### config.mk
export PLATFORM = sky130hd
export DESIGN_NAME = alu_op_sequencer
export DESIGN_NICKNAME = d
export VERILOG_FILES = /design/src/rtl/alu_op_sequencer.sv
export SDC_FILE = /design/constraint.sdc
export NUM_CORES = 1
export LEC_CHECK = 0
export BUFFER_PORTS_ARGS = -buffer_cell sky130_fd_sc_hd__buf_2
export CELL_PAD_IN_SITES_DETAIL_PLACEMENT = 1
export CELL_PAD_IN_SITES_GLOBAL_PLACEMENT = 1
export CORE_MARGIN = 2
export CORE_UTILIZATION = 48
export DETAILED_ROUTE_END_ITERATION = 10
export PLACE_DENSITY = 0.88
export SLEW_MARGIN = 20
export SYNTH_ARGS = -nofsm -noshare
export SYNTH_HDL_FRONTEND = slang
export SYNTH_SLANG_ARGS = --single-unit
### constraint.sdc
create_clock -name clk -period 2.9 [get_ports clk]
set_clock_uncertainty 0.2 [all_clocks]
set_input_delay 0.29 -clock clk [delete_from_list [all_inputs] [get_ports clk]]
set_output_delay 0.29 -clock clk [all_outputs]
set_load 0.02 [all_outputs]
### src/rtl/alu_op_sequencer.sv
// Issue/writeback sequencer for the 16-bit ADD/XOR ALU: handshake intake, 4x16 register file, result port.
// Optional zero_flag output is enabled by defining ALU_SEQ_ZFLAG_EN.
module alu_op_sequencer #(
  parameter int WIDTH = 16,
  parameter int NREGS = 4
) (
  input  logic                       clk,
  input  logic                       rst_n,
  input  logic                       in_valid,
  output logic                       in_ready,
  input  logic [1:0]                 in_op,
  input  logic [$clog2(NREGS)-1:0]   in_rd,
  input  logic [$clog2(NREGS)-1:0]   in_rs1,
  input  logic [$clog2(NREGS)-1:0]   in_rs2,
  input  logic [WIDTH-1:0]           in_imm,
  input  logic                       resume,
  output logic [WIDTH-1:0]           alu_a,
  output logic [WIDTH-1:0]           alu_b,
  output logic                       alu_sel,
  input  logic [WIDTH-1:0]           alu_out,
  output logic                       res_valid,
  output logic [WIDTH-1:0]           res_data,
  output logic [$clog2(NREGS)-1:0]   res_rd,
  output logic                       halted
`ifdef ALU_SEQ_ZFLAG_EN
  ,
  output logic                       zero_flag
`endif
);

  localparam int IW = $clog2(NREGS);

  typedef enum logic [1:0] {S_IDLE, S_EXEC, S_HALT} state_e;
  typedef enum logic [1:0] {OP_LOADI = 2'b00, OP_ADD = 2'b01, OP_XOR = 2'b10, OP_HALT = 2'b11} op_e;

  state_e            state_q, state_d;
  op_e               op_q, op_d;
  logic [IW-1:0]     rd_q, rd_d, rs1_q, rs1_d, rs2_q, rs2_d;
  logic [WIDTH-1:0]  imm_q, imm_d;
  logic [WIDTH-1:0]  rf_q [NREGS];
  logic [WIDTH-1:0]  rf_d [NREGS];
  logic              res_valid_q, res_valid_d;
  logic [WIDTH-1:0]  res_data_q, res_data_d;
  logic [IW-1:0]     res_rd_q, res_rd_d;
  logic [WIDTH-1:0]  wb_data;

  assign wb_data = (op_q == OP_LOADI) ? imm_q : alu_out;

  always_comb begin
    state_d     = state_q;
    op_d        = op_q;
    rd_d        = rd_q;
    rs1_d       = rs1_q;
    rs2_d       = rs2_q;
    imm_d       = imm_q;
    rf_d        = rf_q;
    res_valid_d = 1'b0;
    res_data_d  = res_data_q;
    res_rd_d    = res_rd_q;
    in_ready    = 1'b0;
    alu_a       = '0;
    alu_b       = '0;
    alu_sel     = 1'b0;
    case (state_q)
      S_IDLE: begin
        in_ready = 1'b1;
        if (in_valid) begin
          op_d    = op_e'(in_op);
          rd_d    = in_rd;
          rs1_d   = in_rs1;
          rs2_d   = in_rs2;
          imm_d   = in_imm;
          state_d = (op_e'(in_op) == OP_HALT) ? S_HALT : S_EXEC;
        end
      end
      S_EXEC: begin
        // Operands come from the pre-write register file, so rs == rd sees the old value.
        alu_a       = rf_q[rs1_q];
        alu_b       = rf_q[rs2_q];
        alu_sel     = op_q[1];
        rf_d[rd_q]  = wb_data;
        res_valid_d = 1'b1;
        res_data_d  = wb_data;
        res_rd_d    = rd_q;
        state_d     = S_IDLE;
      end
      S_HALT: begin
        if (resume) state_d = S_IDLE;
      end
      default: state_d = S_IDLE;
    endcase
  end

  always_ff @(posedge clk or negedge rst_n) begin
    if (!rst_n) begin
      state_q     <= S_IDLE;
      op_q        <= OP_LOADI;
      rd_q        <= '0;
      rs1_q       <= '0;
      rs2_q       <= '0;
      imm_q       <= '0;
      rf_q        <= '{default: '0};
      res_valid_q <= 1'b0;
      res_data_q  <= '0;
      res_rd_q    <= '0;
    end else begin
      state_q     <= state_d;
      op_q        <= op_d;
      rd_q        <= rd_d;
      rs1_q       <= rs1_d;
      rs2_q       <= rs2_d;
      imm_q       <= imm_d;
      rf_q        <= rf_d;
      res_valid_q <= res_valid_d;
      res_data_q  <= res_data_d;
      res_rd_q    <= res_rd_d;
    end
  end

  assign res_valid = res_valid_q;
  assign res_data  = res_data_q;
  assign res_rd    = res_rd_q;
  assign halted    = (state_q == S_HALT);

`ifdef ALU_SEQ_ZFLAG_EN
  logic zero_flag_q, zero_flag_d;

  always_comb begin
    zero_flag_d = zero_flag_q;
    if (state_q == S_EXEC) zero_flag_d = (wb_data == '0);
  end

  always_ff @(posedge clk or negedge rst_n) begin
    if (!rst_n) zero_flag_q <= 1'b0;
    else        zero_flag_q <= zero_flag_d;
  end

  assign zero_flag = zero_flag_q;
`endif

endmodule

; ---- Word-level counts from Yosys, hierarchy flattened
; Cells that the tools add are included.
; W data, S select, Z words.
[classes]
n_lt_le_gt_ge = 4
n_eq_ne = 5
n_mux = 19
bitwise = 3
reduce_logical = 5
[ops]
columns = op, n
row1 = $mux W16, 8
row2 = $bmux W16 S2, 2
row3 = $bwmux W64, 1
row4 = $demux W16 S2, 1
row5 = $ge A3 B3 Y1 const B, 3
row6 = $not A2 Y3, 3
row7 = $mux W2, 3
row8 = $eq A2 B2 Y1 const B, 2
row9 = $logic_not A2 Y1, 2
row10 = $ne A2 B2 Y1 const B, 2
row11 = $pmux W2 S2, 1
row12 = $reduce_and A2 Y1, 2
row13 = $lt A3 B1 Y1 const B, 1
row14 = $mux W1, 3
row15 = $eq A2 B1 Y1 const B, 1
row16 = $logic_and A1 B1 Y1, 1
[word_totals]
reg_bits = 109
in_bits = 44
output_inout_bits = 54
word_cells = 49

; ---- Logic depth before layout (Yosys ltp)
[logic_depth]
ltp_word = 6
depth_mapped = 6
ltp_nobuf = 4

; ---- Least setup slack after synthesis
; No wires, ideal clock.
[synth_path]
kind = flip-flop to output port
from = register rs1_q[0]
to = output port alu_a[0]
arrival_time_ns = 1.381
required_time_ns = 2.410
slack_ns = 1.029
path_stages_with_launch = 5
path_buffers = 2
path_cell_list = dfrtp_1 -> buf_6 -> buf_6 -> mux4_1 -> and2_1
[synth_between]
elab_chain_len = 5
[synth_lines]
columns = element, line_no
row1 = "start, declared", 38  ; logic [IW-1:0] rd_q, rd_d, rs1_q, rs1_d, rs2_q, rs2_d;
row2 = "start signal, assigned", 110  ; rs1_q <= rs1_d;
row3 = $not A2 Y3 (not written as such), 78  ; alu_a = rf_q[rs1_q];
row4 = $bmux W16 S2, 78
row5 = $mux W16 (not written as such) (2 in a row), 78
row6 = $mux W16, 64  ; case (state_q)
row7 = "end, declared", 17  ; output logic [WIDTH-1:0] alu_a,
; Every way passes these cells. The select of a mux whose other input is x is not followed.

; ---- Worst setup path after layout
[layout_path]
from = register rs1_q[0]
to = output port alu_a[11]
; The elaborated chain is that of the path after synthesis.

==> out/qor.yml <==
global_routing:
  grt_antenna_before_repair: 0
  grt_max_degree: 61
  track_usage: 0.2392
  overflow: 0
  grt_pass1_vias: 4081
  grt_pass1_wl_mm: 21.22
synth:
  ys.warnings.count: 0
  synth_edf_count: 0
  synth_cell_type_count: 30
  synth.top_cell.area_share: 0.5179
  postSynthCellCount: 426
  synthArstFlopShare: 1.000
  synth_compound_area_frac: 0.07935
  yosys.area.top_type: "dfrtp_1"
  ys_ff_latch: 109
  synth.cell_area_sq_um: 5266
  yosys.area_share.simple: 0.1188
  synthFlopType: "dfrtp_1"
  synth-seq-area-share: 0.5179
  synth_nets: 470
  syn_avg_cell_area_sq_um: 12.36
  synth_mux_area_frac: 0.2385
  yosys.area_share.xor_xnor: 0
  yosysMostFrequentCell: "dfrtp_1"
  synthTopCellsByCount: "dfrtp_1, a21oi_1, nor2_1"
  synthAdderAreaFrac: 0
  synth_top_family_by_area: "multiplexers"
  synth.area.top_cells: "dfrtp_1, mux4_2, mux2_4"
power:
  vdd.ir_drop.worst_mv: 0.3628
  power_density_nw_per_um2: 868.5
  power_leakage_nw: 2.833
critical_path:
  worstPathRequired_ns: 2.41
  cp.arrival_ns: 2.09
  crit_slowest_cell: "dfrtp_1"
  cp_top_family: "flip-flops"
  cp_max_fo: 11
  slowest_delay_ns: 0.60
  critPathLaunchType: "flip-flop"
  path_buf_inv: 2
  crit_chain: "buf_12 > mux4_1 > and2_1 > buf_2"
  path_class: "flip-flop to primary output"
  endpoint_kind: "primary output"
timing:
  worstMarginPinSlew_ns: 0.8074
  rsz0062_at_grt: "false"
  tns_ns: 0
  setup_viol: 0
  relSlewSlack: 0.4617
  period_minus_slack_ns: 2.579
  finalHoldViolCount: 0
  slew_violations: 0
  period_share: 0.8892
  maxClockFrequency_ghz: 0.3878
die:
  die_w_microns: 108.7
  die_h_microns: 108.7
  core_area_sq_um: 10790
  initial_core_util: 0.4879
  rows: 38
  die-area_sq_um: 11830
  pin_count: 98
drt:
  drt_iter0_drc: 149
  route.antenna.remaining_nets: 0
  wl_per_cell_microns: 19.08
  drt_first_pass_iters: 4
  wirelength_mm: 12.96
  via_count: 3699
  drc: 0
  avgViaCountPerCell: 5.448
finish:
  multi_input_area_sq_um: 2300
  fill_cells: 1129
  layout.nets: 578
  instances_no_fill: 679
  areaGrowthSynthToFinish_pct: 18.39
  regArea_sq_um: 2728
  drive_gt1_frac: 0.3173
  num_antenna_cells: 0
clocking:
  cts_resized: 0
  cts_buffer_depth: 2
  cts_tree: "built"
  clock_sinks: 109
  root_buffer: "clkbuf_8"
  path_clk_slew_ns: 0.10
  insertion_delay_ns: 0.37
  h-tree-depth: 3
  cts_made_buffers: 9
placement:
  placed_cells: 636
  io_buffers: 97
  gp_congestion: 0.8024
  dp_hpwl_mm: 8.616
outcome:
  outcome: "finished clean"
hold_path:
  hold_path.class: "input pin to flip-flop"
flow_run:
  drv_cap: 0
==> cell type report <==
cell class                      count  area share
Clock buffer                       11     0.02268
Clock inverter                      5    0.006823
Inverter                            2    0.001204
Multi-Input combinational cell    282      0.3689
Sequential cell                   109      0.4375
Tap cell                          140     0.02810
Timing Repair Buffer              130      0.1349
==> report_power, final <==
part / total (mW) / switching [mW] / internal [mW]
combinational: 1.97 / 0.959 / 1.02
sequential: 2.57 / 0.480 / 2.09
clock: 0.874 / 0.527 / 0.346
total: 5.41 / 1.97 / 3.45
==> layout by cell type (no fill, tap or decap), types with 4 or more instances in the layout <==
| master | netlist | routed |
|---|---|---|
| mux2_4 | 18 | 18 |
| mux2_2 | 6 | 6 |
| mux4_2 | 22 | 22 |
| dfrtp_1 | 109 | 109 |
| buf_4 | 2 | 4 |
| dlygate4sd3_1 | 0 | 27 |
| clkbuf_8 | 0 | 10 |
| nand2_1 | 38 | 38 |
| mux4_1 | 10 | 10 |
| nor2_1 | 48 | 48 |
| o21ai_0 | 32 | 32 |
| a21oi_1 | 48 | 48 |
| buf_2 | 14 | 96 |
| and2_1 | 33 | 33 |
| mux2i_1 | 16 | 16 |
==> timing repair <==
action / CTS / global route
hold endpoints to repair: 75 / 1
setup buffers: 0 / 0
hold buffers: 26 / 1
==> kinds of logic after synthesis <==
kind of cell           after synthesis
buffers and inverters               35
AO/OA/AOI/OAI                       82
AND/OR/NAND/NOR                    128
flip-flops                         109
multiplexers                        72
==> final timing paths <==
check,startpoint,to,slack (ns),cells past startpoint
worst max-delay path,rs1_q[0],alu_a[11],0.32,4
worst min-delay path,alu_out[11],rf_q[27],0.11,3
worst max register to register,state_q[1],state_q[0],0.71,4
worst min register to register,res_data[11],res_data[11],0.28,2
max in group asynchronous,rst_n,rf_q[62],1.47,3
min in group asynchronous,rst_n,imm_q[5],0.27,2
==> flip-flops by register name (all words and copies together), names as in the netlist <==
name       flops
rf_q          64
res_rd         2
rs1_q          2
rd_q           2
state_q        2
op_q           2
res_data      16
res_valid      1
imm_q         16
rs2_q          2
==> metrics by stage <==
step | setup slack [ns] | cell area (sq um) | utilization | total power, mW | hold WS (ns)
after floorplan | 1.029 | 5266 | - | 3.913 | -0.2056
final | 0.3214 | 6235 | 0.5777 | 5.415 | 0.1143
after detailed placement | 0.6995 | 5781 | 0.5356 | 4.544 | 0.1509
after global placement | 0.7478 | 5781 | 0.5356 | 4.387 | 0.1506
after global routing | 0.2170 | 6235 | 0.5777 | 5.772 | 0.1294
after CTS | 0.2837 | 6225 | 0.5767 | 5.442 | 0.003902
==> tightest hold or removal path, delay by kind of cell <==
family	cells	cell delay, ns
buffers and inverters	1	0.07
multiplexers	1	0.13
AO/OA/AOI/OAI	1	0.15
==> per-layer routing <==
metal | up-vias | wire [microns] | GRT usage
li1 | 1712 | - | -
met1 | 1856 | 5469 | 0.3098
met2 | 107 | 6556 | 0.4009
met3 | 24 | 653 | 0.05140
met4 | 0 | 277 | 0.08425
met5 | - | 0 | 0
(Power assumes the default switching activity.)
